--- config.mk ---
export PLATFORM = sky130hd
export DESIGN_NAME = router_rd_drain
export DESIGN_NICKNAME = d
export VERILOG_FILES = /design/src/rtl/router_rd_drain.sv
export SDC_FILE = /design/constraint.sdc
export NUM_CORES = 1
export LEC_CHECK = 0
export ABC_AREA = 1
export CAP_MARGIN = 15
export CORE_MARGIN = 5
export CORE_UTILIZATION = 35
export DETAILED_ROUTE_END_ITERATION = 10
export PLACE_DENSITY = 0.5
export SLEW_MARGIN = 30
export SYNTH_ARGS = -nofsm -noshare
export SYNTH_HDL_FRONTEND = slang
export SYNTH_SLANG_ARGS = --single-unit
export TNS_END_PERCENT = 50
--- constraint.sdc ---
create_clock -name clock -period 3.52 [get_ports clock]
set_input_delay 0.88 -clock clock [delete_from_list [all_inputs] [get_ports clock]]
set_output_delay 0.88 -clock clock [all_outputs]
set_load 0.02 [all_outputs]
--- src/rtl/router_rd_drain.sv ---
// rtl/router_rd_drain.sv - router output-port reader with parity/address check and stream replay
module router_rd_drain #(
    parameter logic [1:0] PORT_ID   = 2'd0,
    parameter int         START_DLY = 2,
    parameter int         TIMEOUT   = 29
) (
    input  logic        clock,
    input  logic        rst,
    input  logic        vld_out,
    input  logic [7:0]  data_out,
    output logic        read_enb,
    output logic [7:0]  out_data,
    output logic        out_valid,
    output logic        out_sop,
    output logic        out_eop,
    output logic        out_err,
    input  logic        out_ready,
    output logic [15:0] pkt_cnt,
    output logic [15:0] err_cnt,
    output logic        timeout_err
);

    localparam logic [2:0] S_IDLE  = 3'd0;
    localparam logic [2:0] S_WAIT  = 3'd1;
    localparam logic [2:0] S_READ  = 3'd2;
    localparam logic [2:0] S_CHECK = 3'd3;
    localparam logic [2:0] S_DRAIN = 3'd4;

    logic [2:0]  state_q, state_d;
    logic [4:0]  dly_q, dly_d;
    logic [6:0]  ic_q, ic_d;
    logic [6:0]  wp_q, wp_d;
    logic [6:0]  rp_q, rp_d;
    logic [5:0]  len_q, len_d;
    logic [1:0]  addr_q, addr_d;
    logic [7:0]  xor_q, xor_d;
    logic        err_q, err_d;
    logic        rd_vld_q;
    logic        read_enb_q, read_enb_d;
    logic [15:0] pkt_cnt_q, pkt_cnt_d;
    logic [15:0] err_cnt_q, err_cnt_d;
    logic [7:0]  tcnt_q, tcnt_d;
    logic        tout_q, tout_d;
    logic [7:0]  mem_q [0:64];

    logic        capture;
    logic        hdr_byte;
    logic [5:0]  len_c;
    logic [6:0]  total_c;
    logic        last_byte;
    logic        eop_c;
    logic        accept;

    // Router data is valid the cycle after a read strobe; the header length is
    // used combinationally in the cycle it appears so the strobe stays contiguous.
    assign capture   = (state_q == S_READ) && rd_vld_q;
    assign hdr_byte  = capture && (wp_q == 7'd0);
    assign len_c     = hdr_byte ? data_out[7:2] : len_q;
    assign total_c   = {1'b0, len_c} + 7'd2;
    assign last_byte = capture && ((wp_q + 7'd1) == total_c);
    assign eop_c     = (rp_q == (wp_q - 7'd1));
    assign accept    = out_valid && out_ready;

    assign read_enb    = read_enb_q;
    assign out_valid   = (state_q == S_DRAIN);
    assign out_data    = out_valid ? mem_q[rp_q] : 8'd0;
    assign out_sop     = out_valid && (rp_q == 7'd0);
    assign out_eop     = out_valid && eop_c;
    assign out_err     = out_valid && eop_c && err_q;
    assign pkt_cnt     = pkt_cnt_q;
    assign err_cnt     = err_cnt_q;
    assign timeout_err = tout_q;

    // Next-state logic for the read/check/replay sequence and the timeout watchdog.
    always_comb begin
        state_d    = state_q;
        dly_d      = dly_q;
        ic_d       = ic_q + {6'd0, read_enb_q};
        wp_d       = wp_q;
        rp_d       = rp_q;
        len_d      = len_q;
        addr_d     = addr_q;
        xor_d      = xor_q;
        err_d      = err_q;
        read_enb_d = 1'b0;
        pkt_cnt_d  = pkt_cnt_q;
        err_cnt_d  = err_cnt_q;
        tcnt_d     = 8'd0;
        tout_d     = 1'b0;

        if (vld_out && !read_enb_q) begin
            if ((tcnt_q + 8'd1) == 8'(TIMEOUT)) begin
                tout_d = 1'b1;
            end else begin
                tcnt_d = tcnt_q + 8'd1;
            end
        end

        case (state_q)
            S_IDLE: begin
                ic_d  = 7'd0;
                wp_d  = 7'd0;
                rp_d  = 7'd0;
                xor_d = 8'd0;
                if (vld_out) begin
                    if (START_DLY == 0) begin
                        state_d    = S_READ;
                        read_enb_d = 1'b1;
                    end else begin
                        dly_d   = 5'(START_DLY);
                        state_d = S_WAIT;
                    end
                end
            end
            S_WAIT: begin
                if (dly_q <= 5'd1) begin
                    dly_d      = 5'd0;
                    state_d    = S_READ;
                    read_enb_d = 1'b1;
                end else begin
                    dly_d = dly_q - 5'd1;
                end
            end
            S_READ: begin
                // Before the header arrives the length is unknown; every packet
                // needs at least two reads so the strobe is simply held.
                if (read_enb_q) begin
                    read_enb_d = (!rd_vld_q && (wp_q == 7'd0)) ? 1'b1 : (ic_d < total_c);
                end
                if (capture) begin
                    wp_d  = wp_q + 7'd1;
                    xor_d = xor_q ^ data_out;
                    if (hdr_byte) begin
                        len_d  = data_out[7:2];
                        addr_d = data_out[1:0];
                    end
                    if (last_byte) begin
                        state_d = S_CHECK;
                    end
                end
                // vld_out falling with reads still in flight means the router
                // flushed its FIFO: drop the partial packet and count it.
                if (!vld_out && read_enb_q) begin
                    read_enb_d = 1'b0;
                    state_d    = S_IDLE;
                    wp_d       = 7'd0;
                    rp_d       = 7'd0;
                    if (err_cnt_q != 16'hFFFF) begin
                        err_cnt_d = err_cnt_q + 16'd1;
                    end
                end
            end
            S_CHECK: begin
                // The running XOR covers the parity byte too, so a good packet folds to zero.
                err_d   = (xor_q != 8'd0) || (addr_q != PORT_ID);
                rp_d    = 7'd0;
                state_d = S_DRAIN;
            end
            S_DRAIN: begin
                if (accept) begin
                    if (eop_c) begin
                        if (err_q) begin
                            if (err_cnt_q != 16'hFFFF) begin
                                err_cnt_d = err_cnt_q + 16'd1;
                            end
                        end else if (pkt_cnt_q != 16'hFFFF) begin
                            pkt_cnt_d = pkt_cnt_q + 16'd1;
                        end
                        wp_d    = 7'd0;
                        rp_d    = 7'd0;
                        state_d = S_IDLE;
                    end else begin
                        rp_d = rp_q + 7'd1;
                    end
                end
            end
            default: begin
                state_d = S_IDLE;
            end
        endcase
    end

    // State registers with synchronous active-high reset.
    always_ff @(posedge clock) begin
        if (rst) begin
            state_q    <= S_IDLE;
            dly_q      <= 5'd0;
            ic_q       <= 7'd0;
            wp_q       <= 7'd0;
            rp_q       <= 7'd0;
            len_q      <= 6'd0;
            addr_q     <= 2'd0;
            xor_q      <= 8'd0;
            err_q      <= 1'b0;
            rd_vld_q   <= 1'b0;
            read_enb_q <= 1'b0;
            pkt_cnt_q  <= 16'd0;
            err_cnt_q  <= 16'd0;
            tcnt_q     <= 8'd0;
            tout_q     <= 1'b0;
        end else begin
            state_q    <= state_d;
            dly_q      <= dly_d;
            ic_q       <= ic_d;
            wp_q       <= wp_d;
            rp_q       <= rp_d;
            len_q      <= len_d;
            addr_q     <= addr_d;
            xor_q      <= xor_d;
            err_q      <= err_d;
            rd_vld_q   <= read_enb_q;
            read_enb_q <= read_enb_d;
            pkt_cnt_q  <= pkt_cnt_d;
            err_cnt_q  <= err_cnt_d;
            tcnt_q     <= tcnt_d;
            tout_q     <= tout_d;
        end
    end

    // Single-packet buffer written as bytes return from the router.
    always_ff @(posedge clock) begin
        if (capture) begin
            mem_q[wp_q] <= data_out;
        end
    end

endmodule

==> Word level (Yosys, flattened, before mapping) <==
Memories as Yosys holds them, arrays and structs flattened. A register that Yosys moved wholly into a read port is not among the register bits.
Cells that the tools add are included.
{ "totals": {"mem_bits_rw": 520, "elab_cells": 125, "out_inout_bits": 46, "input_bits": 12, "mem_count": 1, "regBits": 89} }
{ "op_classes": {"n_reduce_logical": 37, "addsub": 9, "n_lt_le_gt_ge": 2, "mux": 40, "n_eq_ne": 18, "bitwise": 3} }
{ "mem_list": {"columns": ["name", "depth", "width", "rd", "rd_ports_with_merged_regs", "wr", "line_no", "rtl"], "rows": [
  ["mem_q", 65, 8, 1, 1, 1, "44", "logic [7:0] mem_q [0:64];"]
]} }
{ "op_table": {"columns": ["cell", "n"], "rows": [
  ["$mux W16", 5],
  ["$mux W7", 9],
  ["$pmux W7 S3", 2],
  ["$add A16 B1 Y16 const B", 2],
  ["$ne A16 B16 Y1 const B", 2],
  ["$pmux W16 S2", 1],
  ["$mux W3", 7],
  ["$mux W8", 2],
  ["$pmux W8 S2", 1],
  ["$pmux W3 S5", 1],
  ["$add A7 B1 Y7 const B", 2],
  ["$eq A7 B7 Y1", 2],
  ["$logic_not A7 Y1", 2],
  ["$logic_and A1 B1 Y1", 10],
  ["$mux W5", 2],
  ["$pmux W5 S2", 1],
  ["$reduce_and A5 Y1", 2],
  ["$add A8 B1 Y8 const B", 1],
  ["$eq A8 B5 Y1 const B", 1],
  ["$ne A2 B1 Y1 const B", 4],
  ["$reduce_bool A2 Y1", 4],
  ["$reduce_bool A8 Y1", 1],
  ["$xor A8 B8 Y8", 1],
  ["$add A6 B2 Y7 const B", 1],
  ["24 further kinds", 43]
]} }

==> Longest topological paths before layout <==
Gate-level depths: netlist of run 1.
{ "depth": {"depth_word": 11, "mapped_depth": 21, "mapped_depth_nobuf": 20} }

==> Worst setup path after synthesis of run 1 <==
Ideal clock, no wire load.
{ "synth_timing": {"kind": "register to output", "start": "register wp_q[0]", "end": "output port out_err", "arrival_ns": 2.034, "path_slack_ns": 0.606, "path_stages_with_launch": 10, "n_path_buf": 1, "t_required_ns": 2.640, "cell_sequence": "dfxtp_1 buf_2 inv_2 ha_1 xnor2_1 xor2_1 nand2_1 nor2_1 nand3_2 nor3_1"} }
{ "synth_via": {"elab_chain_cells": 4} }
{ "synth_rtl": {"columns": ["element", "line_no", "rtl"], "rows": [
  ["from (decl)", "32", "logic [6:0] wp_q, wp_d;"],
  ["from (signal assigned)", "205", "wp_q <= wp_d;"],
  ["$sub A7 B1 Y7", "61", "assign eop_c = (rp_q == (wp_q - 7'd1));"],
  ["$eq A7 B7 Y1", "61", null],
  ["$logic_and A1 B1 Y1 (2 in a row)", "69", "assign out_err = out_valid && eop_c && err_q;"],
  ["to (decl)", "16", "output logic out_err,"]
]} }
No other way between the ends.

==> out/qor.yml, run 1 <==
sta:
  finalSetupTns_ns: -1.17
  relSlewSlack: 0.387
  setup_violations: 8
  worstMarginPinSlew_ns: 0.916
  hold_viol: 0
  final_max_slew_viol_count: 0
  rsz0062_at_grt: "yes"
  skew_ns: 0.0246
  fin_crit_ns: 3.73
  fmax_ghz: 0.268
  holdWs_ns: 0.462
  fin_ws_ns: -0.211
  finalCritPeriodShare: 1.06
detailed_routing:
  detail_route.wl_per_cell_um: 22.0
  drc: 0
  routed-via-count: 19072
  wl_mm: 79.1
  via_per_inst: 5.30
  first_pass_iters: 5
  final_antenna_net_count: 0
  initialDrtViolationCount: 1569
yosys:
  syn_area_per_cell_um2: 10.8
  yosysWarnings: 0
  synth_top_cell_area_share: 0.597
  synth.yosys.seq_area_share: 0.671
  synth_area_leaders: "edfxtp_1, dfxtp_1, nor2_1, o21ai_0, nand2_1"
  ys_seq_elements: 616
  yosysUniqueCellTypes: 39
  syn_inst: 2411
  synth_fp_nets: 2442
  synth.cell_area_um2: 26100
  yosysTopAreaCell: "edfxtp_1"
placement:
  place_hpwl_mm: 49.2
  place_inst: 3457
  portBuffers: 57
  place_area_um2: 28800
  gp_congestion: 0.828
floorplanning:
  core_um2: 74200
  die_x_um: 283
  start_util: 0.352
  dieArea_um2: 80300
  ios: 58
  rows: 100
  die_y_um: 283
finish:
  drive_above_1_share: 0.152
  layout.nets: 2618
  finalInstanceArea_um2: 31900
  multiInputGateArea_um2: 7770
  mostFrequentLayoutCell: "edfxtp_1"
  register_area_um2: 17500
  layout.cells.non_filler: 3601
  syn_to_final_growth_pct: 21.8
  nFillCells: 6897
  final_cell_mix: "edfxtp_1, nor2_1, nand2_1, o21ai_0, buf_4"
critical_path:
  crit_chain: "buf_12 -> buf_12 -> buf_4 -> buf_8 -> o21ai_0 -> o22ai_1 -> nor2_1 -> o211ai_1 -> nand3_1 -> nand2_1 -> o21ai_2 -> inv_1 -> buf_6"
  cp.arrival_ns: 2.85
  required_ns: 2.64
  start_kind: "flop"
  crit_buf_inv: 6
  worstPathMaxFanout: 20
  path_class: "reg2out"
  cp-end-kind: "output port"
  critical_path.slowest_cell: "dfxtp_4"
  slowest_delay_ns: 0.37
  cpLargestDelayFamily: "buffers and inverters"
  crit_top_cell: "buf_12"
global_route:
  grt_max_degree: 67
  grt_pass1_wl_mm: 118
  antenna_found_initial: 3
  track_usage: 0.191
  grt_overflow: 0
  grt_pass1_vias: 18845
clock_tree:
  clk_path_buf_depth: 3
  clock_latency_ns: 0.60
  cts_hold_buf: 0
  htreeDepth: 3
  clkSinkCount: 616
  cts.reportedPaths.clkPinSlew_ns: 0.06
  tritoncts: "built"
  root_buffer: "clkbuf_16"
  cts_buffers: 67
pwr:
  seqPwrFrac: 0.385
  pwr-share-comb: 0.288
  powerDensity_nw_per_um2: 665
  p_int_uw: 14600
  p_clk_frac: 0.327
  p_sw_frac: 0.312
  peakVddDrop_uv: 374
  p_sw_uw: 6620
  power.leakage_uw: 0.0112
outcome:
  status: "finished with violations"
  violations: "setup timing"
run:
  max-cap-violations: 0
worst_hold_path:
  hold_path_class: "reg2reg"
==> cells in the mapped netlist <==
cell,instances
a211oi_1,5
a21oi_1,59
a21oi_2,10
a31oi_1,1
a41oi_1,1
and3_1,3
buf_1,9
buf_2,17
buf_4,1
buf_6,4
clkbuf_1,101
clkinv_4,1
dfxtp_1,96
edfxtp_1,520
ha_1,19
inv_1,130
inv_2,4
nand2_1,295
nand2_2,13
nand2_4,3
nand3_1,88
nand3_2,1
nand3_4,1
nand3b_1,1
nand4_1,35
nor2_1,413
nor2_2,4
nor2_4,2
nor3_1,37
nor3b_1,7
nor4_1,17
o211ai_1,17
o21a_1,1
o21ai_0,286
o21ai_1,25
o22ai_1,128
xnor2_1,10
xor2_1,45
xor2_2,1
==> worst register-to-register path, cell delays in order, from the launching register on <==
cell      delay, ns
dfxtp_1        0.31
buf_4          0.17
nor2_1         0.18
nand2_1        0.10
nor2_2         0.24
nand2_2        0.24
nand2_1        0.16
nand2_2        0.14
ha_1           0.27
nand3_1        0.12
nand2_1        0.08
nand2_1        0.09
ha_1           0.23
nand2_1        0.08
nor2_1         0.05
a211oi_1       0.18
nand2_1        0.10
nand2_1        0.08
nand2_1        0.05
a21oi_1        0.11
==> worst paths after layout <==
| check | cells past startpoint | slack, ns | to | from |
|---|---|---|---|---|
| setup reg to reg | 19 | 0.46 | read_enb$_SDFF_PP0_ | wp_q[2]$_SDFFE_PP0P_ |
| setup / recovery | 13 | -0.21 | out_data[3] | flop |
| hold reg to reg | 1 | 0.46 | tcnt_q[0]$_SDFF_PP0_ | tcnt_q[0]$_SDFF_PP0_ |
| hold / removal | 1 | 0.46 | tcnt_q[0]$_SDFF_PP0_ | tcnt_q[0]$_SDFF_PP0_ |
==> what timing repair did <==
action | 4_1_cts | 5_1_grt
pin swaps | 35 | 12
gates cloned | 10 | 2
hold endpoints to repair | 0 | 0
buffers inserted | 15 | 3
endpoints found under the setup margin | 11 | 11
gates resized for setup | 168 | 36
==> sequential cells by signal, indices dropped and copies added, names as in the netlist, 2 cells and up, named ones only <==
register and flops:
mem_q 520, len_q 6, dly_q 5, rp_q 7, pkt_cnt 16, tcnt_q 8, ic_q 7, wp_q 7
addr_q 2, err_cnt 16, xor_q 8, state_q 3
==> cells by family after synthesis <==
logic type	Yosys count	synth area share
compound gates	533	0.112
xor+xnor	56	0.0191
fa+ha+maj	19	0.00909
buf+inv	267	0.0406
flops	616	0.671
simple gates	920	0.148
==> power groups by stage <==
stage | clock (uW) | combinational [uW] | sequential [uW]
floorplan | 0 | 3050 | 8280
global placement | 0 | 5070 | 8310
detailed placement | 0 | 5090 | 8320
CTS | 7080 | 5930 | 8140
global route | 7370 | 6630 | 8160
finish | 6930 | 6100 | 8150
==> area by class of cell <==
cell class	instances	area share
Antenna cell	1	0.0000786
Clock buffer	83	0.0574
Clock inverter	30	0.00962
Inverter	135	0.0168
Multi-Input combinational cell	1528	0.244
Sequential cell	616	0.551
Tap cell	969	0.0381
Timing Repair Buffer	239	0.0831
==> metrics by stage <==
stage               utilization  total power [uW]  setup WS, ns
floorplan                     -             11300         0.606
global placement          0.388             13400        -0.185
detailed placement        0.388             13400        -0.141
CTS                       0.427             21200        -0.156
global route              0.429             22200        -0.297
finish                    0.429             21200        -0.211
==> routing by layer <==
metal  up-vias  share of wire  wire length (um)  track usage
li1       8924              -                 -            -
met1      9424           0.44             34700        0.259
met2       603           0.47             37500        0.315
met3       119          0.059              4680       0.0352
met4         2          0.027              2160       0.0567
met5         -        0.00014                11            0
No activity file was read; power rests on OpenSTA's default activity.
==> run 2: changes to the inputs <==
==> constraint.sdc (replaced) <==
create_clock -name clock -period 3.52 [get_ports clock]
set_input_delay 0.88 -clock clock [delete_from_list [all_inputs] [get_ports clock]]
set_output_delay 0.88 -clock clock [all_outputs]
set_load 0.1 [all_outputs]
==> run 2 against run 1 <==
The run still ends with setup timing left; clock power down 2%; core utilization is 0.11 points lower; via count up 0.72%.
==> out/qor.yml, run 2 (synthesis results as in run 1) <==
pwr:
  seqPwrFrac: 0.386  # about the same
  power.leakage_uw: 0.0112  # -0.19%
  peakVddDrop_uv: 344  # -8.1%
  p_sw_frac: 0.326  # +0.0132
  powerDensity_nw_per_um2: 667  # +0.27%
  p_int_uw: 14300  # -1.9%
  p_sw_uw: 6900  # +4.2%
  pwr-share-comb: 0.294  # +0.006
  p_clk_frac: 0.320  # -0.007
clock_tree:
  clk_path_buf_depth: 3  # unchanged
  cts_hold_buf: 0  # unchanged
  root_buffer: "clkbuf_16"
  clock_latency_ns: 0.62  # +0.02 ns
  cts.reportedPaths.clkPinSlew_ns: 0.06  # about the same
  cts_buffers: 68  # +1.5%
  clkSinkCount: 616  # unchanged
  htreeDepth: 3  # unchanged
  tritoncts: "built"
finish:
  multiInputGateArea_um2: 7810  # +0.53%
  diodes: 0  # -1
  largest-register: "mem_q"
  layout.cells.non_filler: 3579  # -0.61%
  nFillCells: 7057  # +2.3%
  largest_reg_flops: 520  # unchanged
  syn_to_final_growth_pct: 21.5
  layout.nets: 2592  # -0.99%
  register_area_um2: 17500  # about the same
  mostFrequentLayoutCell: "edfxtp_1"
  finalInstanceArea_um2: 31800  # -0.27%
  drive_above_1_share: 0.154  # +0.00123
  final_cell_mix: "edfxtp_1, nor2_1, nand2_1, o21ai_0, buf_4"
detailed_routing:
  drc: 0  # unchanged
  routed-via-count: 19209  # +0.72%
  final_antenna_net_count: 0  # unchanged
  via_per_inst: 5.37  # +1.3%
  wl_mm: 80.7  # +2.1%
  detail_route.wl_per_cell_um: 22.6  # +2.8%
  first_pass_iters: 5  # unchanged
  initialDrtViolationCount: 1673  # +6.6%
worst_hold_path:
  hold_path_class: "reg2reg"
floorplanning:
  die_y_um: 283  # unchanged
  dieArea_um2: 80300  # unchanged
  core_um2: 74200  # unchanged
  rows: 100  # unchanged
  die_x_um: 283  # unchanged
  start_util: 0.352  # unchanged
  ios: 58  # unchanged
sta:
  finalSetupTns_ns: -1.56  # -0.389 ns
  holdWs_ns: 0.459  # -0.00296 ns
  rsz0062_at_grt: "yes"
  hold_viol: 0  # unchanged
  fin_ws_ns: -0.227  # -0.0151 ns
  fmax_ghz: 0.267  # -0.40%
  relSlewSlack: 0.309  # -0.0778
  skew_ns: 0.0255  # +0.000831 ns
  fin_crit_ns: 3.75  # +0.0151 ns
  finalCritPeriodShare: 1.06  # +0.00429
  worstMarginPinSlew_ns: 1.04  # +0.119 ns
  final_max_slew_viol_count: 0  # unchanged
  setup_violations: 8  # unchanged
placement:
  place_hpwl_mm: 47.1  # -4.2%
  dp_slack_ns: 0.197  # +0.338 ns
  place_area_um2: 28500  # -1.0%
  gp_congestion: 0.840  # +1.4%
  place_inst: 3420  # -1.1%
  portBuffers: 57  # unchanged
run:
  max-cap-violations: 0  # unchanged
global_route:
  grt_pass1_wl_mm: 118  # +0.10%
  grt_max_degree: 69  # +3.0%
  antenna_found_initial: 3  # unchanged
  track_usage: 0.191  # about the same
  grt_overflow: 0  # unchanged
  grt_pass1_vias: 18917  # +0.38%
critical_path:
  start_kind: "flop"
  cp-end-kind: "output port"
  required_ns: 2.64  # about the same
  worstPathMaxFanout: 7  # -65%
  path_class: "reg2out"
  cp.arrival_ns: 2.87  # +0.02 ns
outcome:
  status: "finished with violations"
  violations: "setup timing"
## run 2: cell types whose count changed in the layout (fill, tap and decap cells not counted), moves of 8 or more
cell / previous run / this run
buf_16: 4 / 16
buf_4: 126 / 134
buf_6: 14 / 6
clkdlybuf4s50_1: 38 / 2
clkinv_1: 5 / 17
clkinv_2: 15 / 4
o21ai_0: 230 / 238
## run 2: path summary, 6_finish.rpt
check                           depth (start not counted)  slack, ns              endpoint                 start
worst max register to register                         19       0.43   read_enb$_SDFF_PP0_  wp_q[0]$_SDFFE_PP0P_
worst min register to register                          1       0.46  tcnt_q[0]$_SDFF_PP0_  tcnt_q[0]$_SDFF_PP0_
worst min-delay path                                    1       0.46  tcnt_q[0]$_SDFF_PP0_  tcnt_q[0]$_SDFF_PP0_
worst max-delay path                                   15      -0.23           out_data[1]                  flop
## run 2: through the flow
stage	util	power, uW
CTS	0.422	20800
detailed placement	0.384	13100
global placement	0.384	13100
floorplan	-	11500
finish	0.428	21200
global route	0.428	22200
## run 2: layout make-up
type                            instances  area share
Clock inverter                         32     0.00784
Inverter                              135      0.0173
Clock buffer                           87      0.0578
Tap cell                              969      0.0382
Timing Repair inverter                  2    0.000788
Timing Repair Buffer                  210      0.0798
Sequential cell                       616       0.552
Multi-Input combinational cell       1528       0.246
## run 2: critical path: stages, from the launching register on
cell and delay, ns:
dfxtp_4 0.36, buf_12 0.17, buf_16 0.16, buf_12 0.13
buf_16 0.13, o21ai_0 0.19, o22ai_1 0.12, nand2_1 0.09
nand3_1 0.08, nand3_2 0.11, o21ai_2 0.09, nand2_1 0.09
nand2_1 0.09, o21ai_4 0.22, inv_2 0.07, buf_12 0.17
## run 2: power groups by stage
stage	sequential [uW]	combinational, uW	clock, uW
6_report	8170	6230	6780
5_1_grt	8190	6740	7230
4_1_cts	8160	5750	6940
3_5_place_dp	8310	4790	0
3_3_place_gp	8310	4760	0
2_1_floorplan	8340	3120	0
## run 2: timing repair
action                                  CTS  global route
endpoints found under the setup margin   10            10
endpoints found under the hold margin     0             0
cloned                                   16             7
setup buffers                            11             6
pin swaps                                21            27
resized for setup                        71            77
## run 2: layer usage
| layer | vias up | wire, um | track usage |
|---|---|---|---|
| met5 | - | 13 | 0 |
| met4 | 2 | 2400 | 0.0569 |
| met3 | 159 | 5910 | 0.0386 |
| met2 | 680 | 38100 | 0.316 |
| met1 | 9509 | 34300 | 0.256 |
| li1 | 8859 | - | - |
